--- config.mk ---
export PLATFORM = sky130hd
export DESIGN_NAME = serial_adder_ctrl
export DESIGN_NICKNAME = d
export VERILOG_FILES = /design/src/rtl/serial_adder_ctrl_pkg.sv /design/src/rtl/serial_adder_ctrl_full_adder.sv /design/src/rtl/serial_adder_ctrl.sv
export SDC_FILE = /design/constraint.sdc
export NUM_CORES = 1
export LEC_CHECK = 0
export BUFFER_PORTS_ARGS = -buffer_cell sky130_fd_sc_hd__buf_2
export CAP_MARGIN = 20
export CORE_MARGIN = 4
export CORE_UTILIZATION = 58
export CTS_CLUSTER_DIAMETER = 150
export DETAILED_ROUTE_END_ITERATION = 16
export HOLD_SLACK_MARGIN = 0.02
export PLACE_DENSITY_LB_ADDON = 0.3
export SYNTH_ARGS = -nofsm -noshare
export SYNTH_HDL_FRONTEND = slang
export SYNTH_SLANG_ARGS = --single-unit
--- constraint.sdc ---
create_clock -name clk -period 2.69 [get_ports clk]
set_input_delay 0 -clock clk [delete_from_list [all_inputs] [get_ports clk]]
set_output_delay 0 -clock clk [all_outputs]
set_load 0.005 [all_outputs]
--- src/rtl/serial_adder_ctrl_pkg.sv ---
// Shared definitions for the bit-serial adder controller: FSM state
// encodings and the width of the state register.
package serial_adder_ctrl_pkg;

   localparam int STATE_W = 2;

   typedef enum logic [STATE_W-1:0] {
      ST_IDLE = 2'd0,
      ST_RUN  = 2'd1,
      ST_DONE = 2'd2
   } state_t;

endpackage

--- src/rtl/serial_adder_ctrl_full_adder.sv ---
// 1-bit full adder datapath cell, reused one bit per clock by the
// serial adder controller.
module full_adder (
   input  logic a,
   input  logic b,
   input  logic cin,
   output logic sum,
   output logic cout
);

   assign sum  = a ^ b ^ cin;
   assign cout = (a & b) | (cin & (a ^ b));

endmodule

--- src/rtl/serial_adder_ctrl.sv ---
// Bit-serial adder: walks one full_adder across WIDTH operand bits, LSB
// first, one bit per clock. Result/flags are only updated on completion.
module serial_adder_ctrl
   import serial_adder_ctrl_pkg::*;
#(
   parameter int WIDTH = 8
) (
   input  logic             clk,
   input  logic             rst,
   input  logic             start,
   input  logic [WIDTH-1:0] a,
   input  logic [WIDTH-1:0] b,
   input  logic             cin,
   output logic             busy,
   output logic             done,
   output logic [WIDTH-1:0] sum,
   output logic             cout,
   output logic             overflow
);

   localparam int CNT_W = $clog2(WIDTH);
   // cnt values on which the carry into the MSB, and the MSB itself, are produced
   localparam logic [CNT_W-1:0] CNT_PRE  = CNT_W'(WIDTH - 2);
   localparam logic [CNT_W-1:0] CNT_LAST = CNT_W'(WIDTH - 1);

   state_t           state, state_nxt;
   logic             load;
   logic [WIDTH-1:0] a_sh, b_sh, res_sh;
   logic             carry, c_msb_in;
   logic [CNT_W-1:0] cnt;
   logic             fa_sum, fa_cout;

   full_adder u_fa (
      .a    (a_sh[0]),
      .b    (b_sh[0]),
      .cin  (carry),
      .sum  (fa_sum),
      .cout (fa_cout)
   );

   // Next-state logic; a new request is accepted in IDLE and in the DONE cycle
   always_comb begin
      state_nxt = state;
      load      = 1'b0;
      case (state)
         ST_IDLE: begin
            if (start) begin
               load      = 1'b1;
               state_nxt = ST_RUN;
            end
         end
         ST_RUN: begin
            if (cnt == CNT_LAST) state_nxt = ST_DONE;
         end
         ST_DONE: begin
            if (start) begin
               load      = 1'b1;
               state_nxt = ST_RUN;
            end else begin
               state_nxt = ST_IDLE;
            end
         end
         default: state_nxt = ST_IDLE;
      endcase
   end

   // State register
   always_ff @(posedge clk or posedge rst) begin
      if (rst) state <= ST_IDLE;
      else     state <= state_nxt;
   end

   // Operand/result shifters, carry chain and result capture
   always_ff @(posedge clk or posedge rst) begin
      if (rst) begin
         a_sh     <= '0;
         b_sh     <= '0;
         res_sh   <= '0;
         carry    <= 1'b0;
         c_msb_in <= 1'b0;
         cnt      <= '0;
         sum      <= '0;
         cout     <= 1'b0;
         overflow <= 1'b0;
      end else if (load) begin
         a_sh  <= a;
         b_sh  <= b;
         carry <= cin;
         cnt   <= '0;
      end else if (state == ST_RUN) begin
         a_sh   <= a_sh >> 1;
         b_sh   <= b_sh >> 1;
         res_sh <= {fa_sum, res_sh[WIDTH-1:1]};
         carry  <= fa_cout;
         cnt    <= cnt + 1'b1;
         if (cnt == CNT_PRE) c_msb_in <= fa_cout;
         if (cnt == CNT_LAST) begin
            sum      <= {fa_sum, res_sh[WIDTH-1:1]};
            cout     <= fa_cout;
            overflow <= c_msb_in ^ fa_cout;
         end
      end
   end

   // busy/done are decoded from the registered state, so they change on the edge
   assign busy = (state == ST_RUN);
   assign done = (state == ST_DONE);

endmodule

==> results.md <==
- Outcome: complete, no violations
- Startpoint types: flop
- Vias post-DR: about 1300
- Clk Latency, worst-skew pair: between 0.3 and 0.4 ns
- Crit-path slowest cell: dfrtp_1
- CTS Buf Count: 5
- TritonCTS clock tree: yes
- Synth Area in Adders: under 10%
- Final WS setup: around 0.8 ns
- Vias in the first global route: ~1300
- Post-route clock period utilization: 70.14%
- Util after Layout: between 70% and 80%
- Max Clk Rate: roughly 530 MHz
- Switch share: 37.32%
- Flop pwr share: 47.8%
- Total core area: 2829 µm²
- Critical path cell sequence: nand2b_4 -> inv_2 -> buf_2
- Cell Area, Synth: roughly 1800 µm²
- Mux contribution to synthesized area: under 10%
- Design Power: between 2 and 2.5 mW
- Clk Tree Root Cell: clkbuf_4
- PwrDens: 1070 nW/µm²
- Seq. cell area: between 1000 and 1500 µm²
- Kind of cell adding the most delay to the critical path: flip-flops
- Avg Inst Size Synth: ~11 µm²
- GRT overflow: 0
- Dpl cell area: approximately 1900 µm²
- Total track usage: 19.08%
- Syn. warnings: 0
- Share of async-settable or async-resettable flops after synthesis: 100.0%
- Net Sw Power: ~860 µW
- Worst R2R Path Depth: 4
- Simple-gate portion of the synthesized area: between 10% and 20%
- Post-DRT Antenna Nets: 0
- DRC: 0
- Synth Area in Compound Gates: 9.666%
- Post-synthesis net count: 183
- Initial antenna violation count: 0
- WL/cell: between 10 and 15 µm
- Hold Vio Cnt, Final: 0
- Leakage: 1.046 nW
- Xor and xnor fraction of the mapped netlist area: less than 1%
- First-pass GRT wire length: slightly below 6000 µm
- Largest family of logic cells by synthesized area: simple AND/OR/NAND/NOR gates
- Final-report max-slew violation count: 0
- I/O pin cnt: 32
- Rows: 19
- Worst vdd ir: ~0.6 mV
- Port bufs: 31
- EDFF count, synth: 0
- Post-DP HPWL: ~2300 µm
- Netlist cell types: 25
- Power Internal: 1.442 mW
- Crit Path Max Fanout: 23
- Worst rel slew slack: 62.32%
- Final non-filler cell total: 240
- Post-route clock skew: between 0.005 and 0.006 ns
- Placed cells: 213
- DRT Pass-1 Iters: 4
- Critical Path Stages: 3
- Mapped Cells: ~160
- Fin Hold WS: between 0.3 and 0.4 ns
- Die height: about 63 µm
- HP Class: in -> async
- Share of the synthesized area in the top cell type: 56.86%
- Longest Clk Path Bufs: 2
- Tmin final: around 1.9 ns
- Routability cong.: around 0.76
- Least-Margin Pin Slew: between 0.5 and 0.6 ns
- Comb power frac: about two fifths
- Finish-stage setup viols: 0
- Fin area: about 2100 µm²
- Setup TNS: 0 ns
- Final WL: 3554 µm
- # nets final: 232
- N_diodes: 0
- R2R Path End: c_msb_in$_DFFE_PP0P_
- Reg2reg setup slack: ~0.8 ns
- Most frequent cell after synthesis: dfrtp_1
- Die area: ~4000 µm²
- CP required: ~2.7 ns
- TritonCTS Sinks: 40
- # H-tree levels: 2
- Vias/cell: roughly 5.6
- Kind of end point of the critical path: primary output
- Die width: 63.09 µm
- Synth-to-layout area growth: 22.10%
- Post_cts resized: 0
- CTS clk-pin slew, worst paths: 0.11 ns
- RSZ-0062 raised after global routing: no
- Area of the multi-input gates: 673.1 µm²
- Starting Density: just over 60%
- Clock Power Share: ~14%
- DRT iter0 DRCs: 46
- Worst Path Buf+Inv: 2
- Worst path arrival time: between 1.5 and 2 ns
- Number of synthesized register bits: 40
- Top cells by area, synth: dfrtp_1, mux2_2, nand2_1, o22ai_1, nor3_1
- Reg-to-reg critical path startpoint: state[0]$_DFFE_PP0P_
- CP max stage delay: between 0.7 and 0.8 ns
- Yosys top cell by area: dfrtp_1
- Fillers: just under 200
- Critical Path End: busy
- CP startpoint: state[0]$_DFFE_PP0P_
- Crit path kind: reg -> out
- Seq/Total Area, Yosys: between 50% and 60%
- Dpl ws: about 0.85 ns
- Share of layout cells above drive strength 1: 25.84%
- Largest net degree at the start of global routing: around 40
- Commonest cells in the netlist: dfrtp_1, nand2_1, nor2_1
- Max_cap viols: 0
- Synth Flop Type: dfrtp_1
## power groups by stage
stage	Combinational (mW)	Clock [mW]	Sequential [mW]
floorplan	0.705	0	1.05
global placement	0.828	0	1.09
detailed placement	0.874	0	1.11
CTS	0.900	0.321	1.10
global route	1.00	0.345	1.14
finish	0.892	0.310	1.10
## metal layers
layer  vias to the layer above  routed length [µm]  GRT usage [%]
li1                        646                   -              -
met1                       649                1517          22.17
met2                        35                1857          34.39
met3                         7                 129          3.730
met4                         0                  48          7.438
met5                         -                   0              0
## how the worst min path moves through the flow
| stage | end | from | cells after the start |
|---|---|---|---|
| 2_1_floorplan | a_sh[7]$_DFFE_PP0P_ | a[7] | 1 |
| 3_3_place_gp | a_sh[2]$_DFFE_PP0P_ | rst | 3 |
| 3_5_place_dp | a_sh[2]$_DFFE_PP0P_ | rst | 3 |
| 4_1_cts | res_sh[1]$_DFFE_PP0P_ | rst | 4 |
| 5_1_grt | a_sh[6]$_DFFE_PP0P_ | rst | 4 |
| 6_report | cnt[2]$_DFFE_PP0P_ | rst | 4 |
## tightest hold or removal path, stage by stage
cell	delay, ns
dlygate4sd3_1	0.53
buf_2	0.12
inv_1	0.06
buf_4	0.42
## cell usage in the layout, fill, tap and decap left out, types with 4 or more instances in the layout
| cell | instances |
|---|---|
| nor2b_1 | 5 |
| o22ai_1 | 12 |
| clkbuf_4 | 5 |
| buf_2 | 31 |
| nor3_1 | 12 |
| dlygate4sd3_1 | 19 |
| mux2_2 | 10 |
| a22o_1 | 4 |
| dfrtp_1 | 40 |
| nand2_1 | 24 |
| nor2_1 | 14 |
## area by class of cell
class	instances	area share [%]
clock buffers	6	2.386
clock inverters	2	0.4657
inverters	4	0.6985
multi-input cells	105	31.32
flip-flops and latches	40	46.57
well taps	31	1.804
repair buffers	52	16.76
## flip-flops by register name, summed over array words and instances, names as in the netlist
name / flops
a_sh: 8
b_sh: 8
c_msb_in: 1
carry: 1
cnt: 3
cout: 1
overflow: 1
res_sh: 7
state: 2
sum: 8
## logic make-up (layout without fill, tap and decap cells)
group	count (synthesis)	after routing
AND/OR/NAND/NOR	60	60
flip-flops	40	40
AO/OA/AOI/OAI	26	26
buffers and inverters	14	64
multiplexers	13	13
adder cells (fa/ha/maj)	4	4
XOR/XNOR	2	2
## repair_timing
| item | 4_1_cts | 5_1_grt |
|---|---|---|
| buffers inserted | 0 | 0 |
| hold endpoints to repair | 58 | 0 |
| hold buffers | 19 | 0 |
Power figures use the tool's default switching activity.
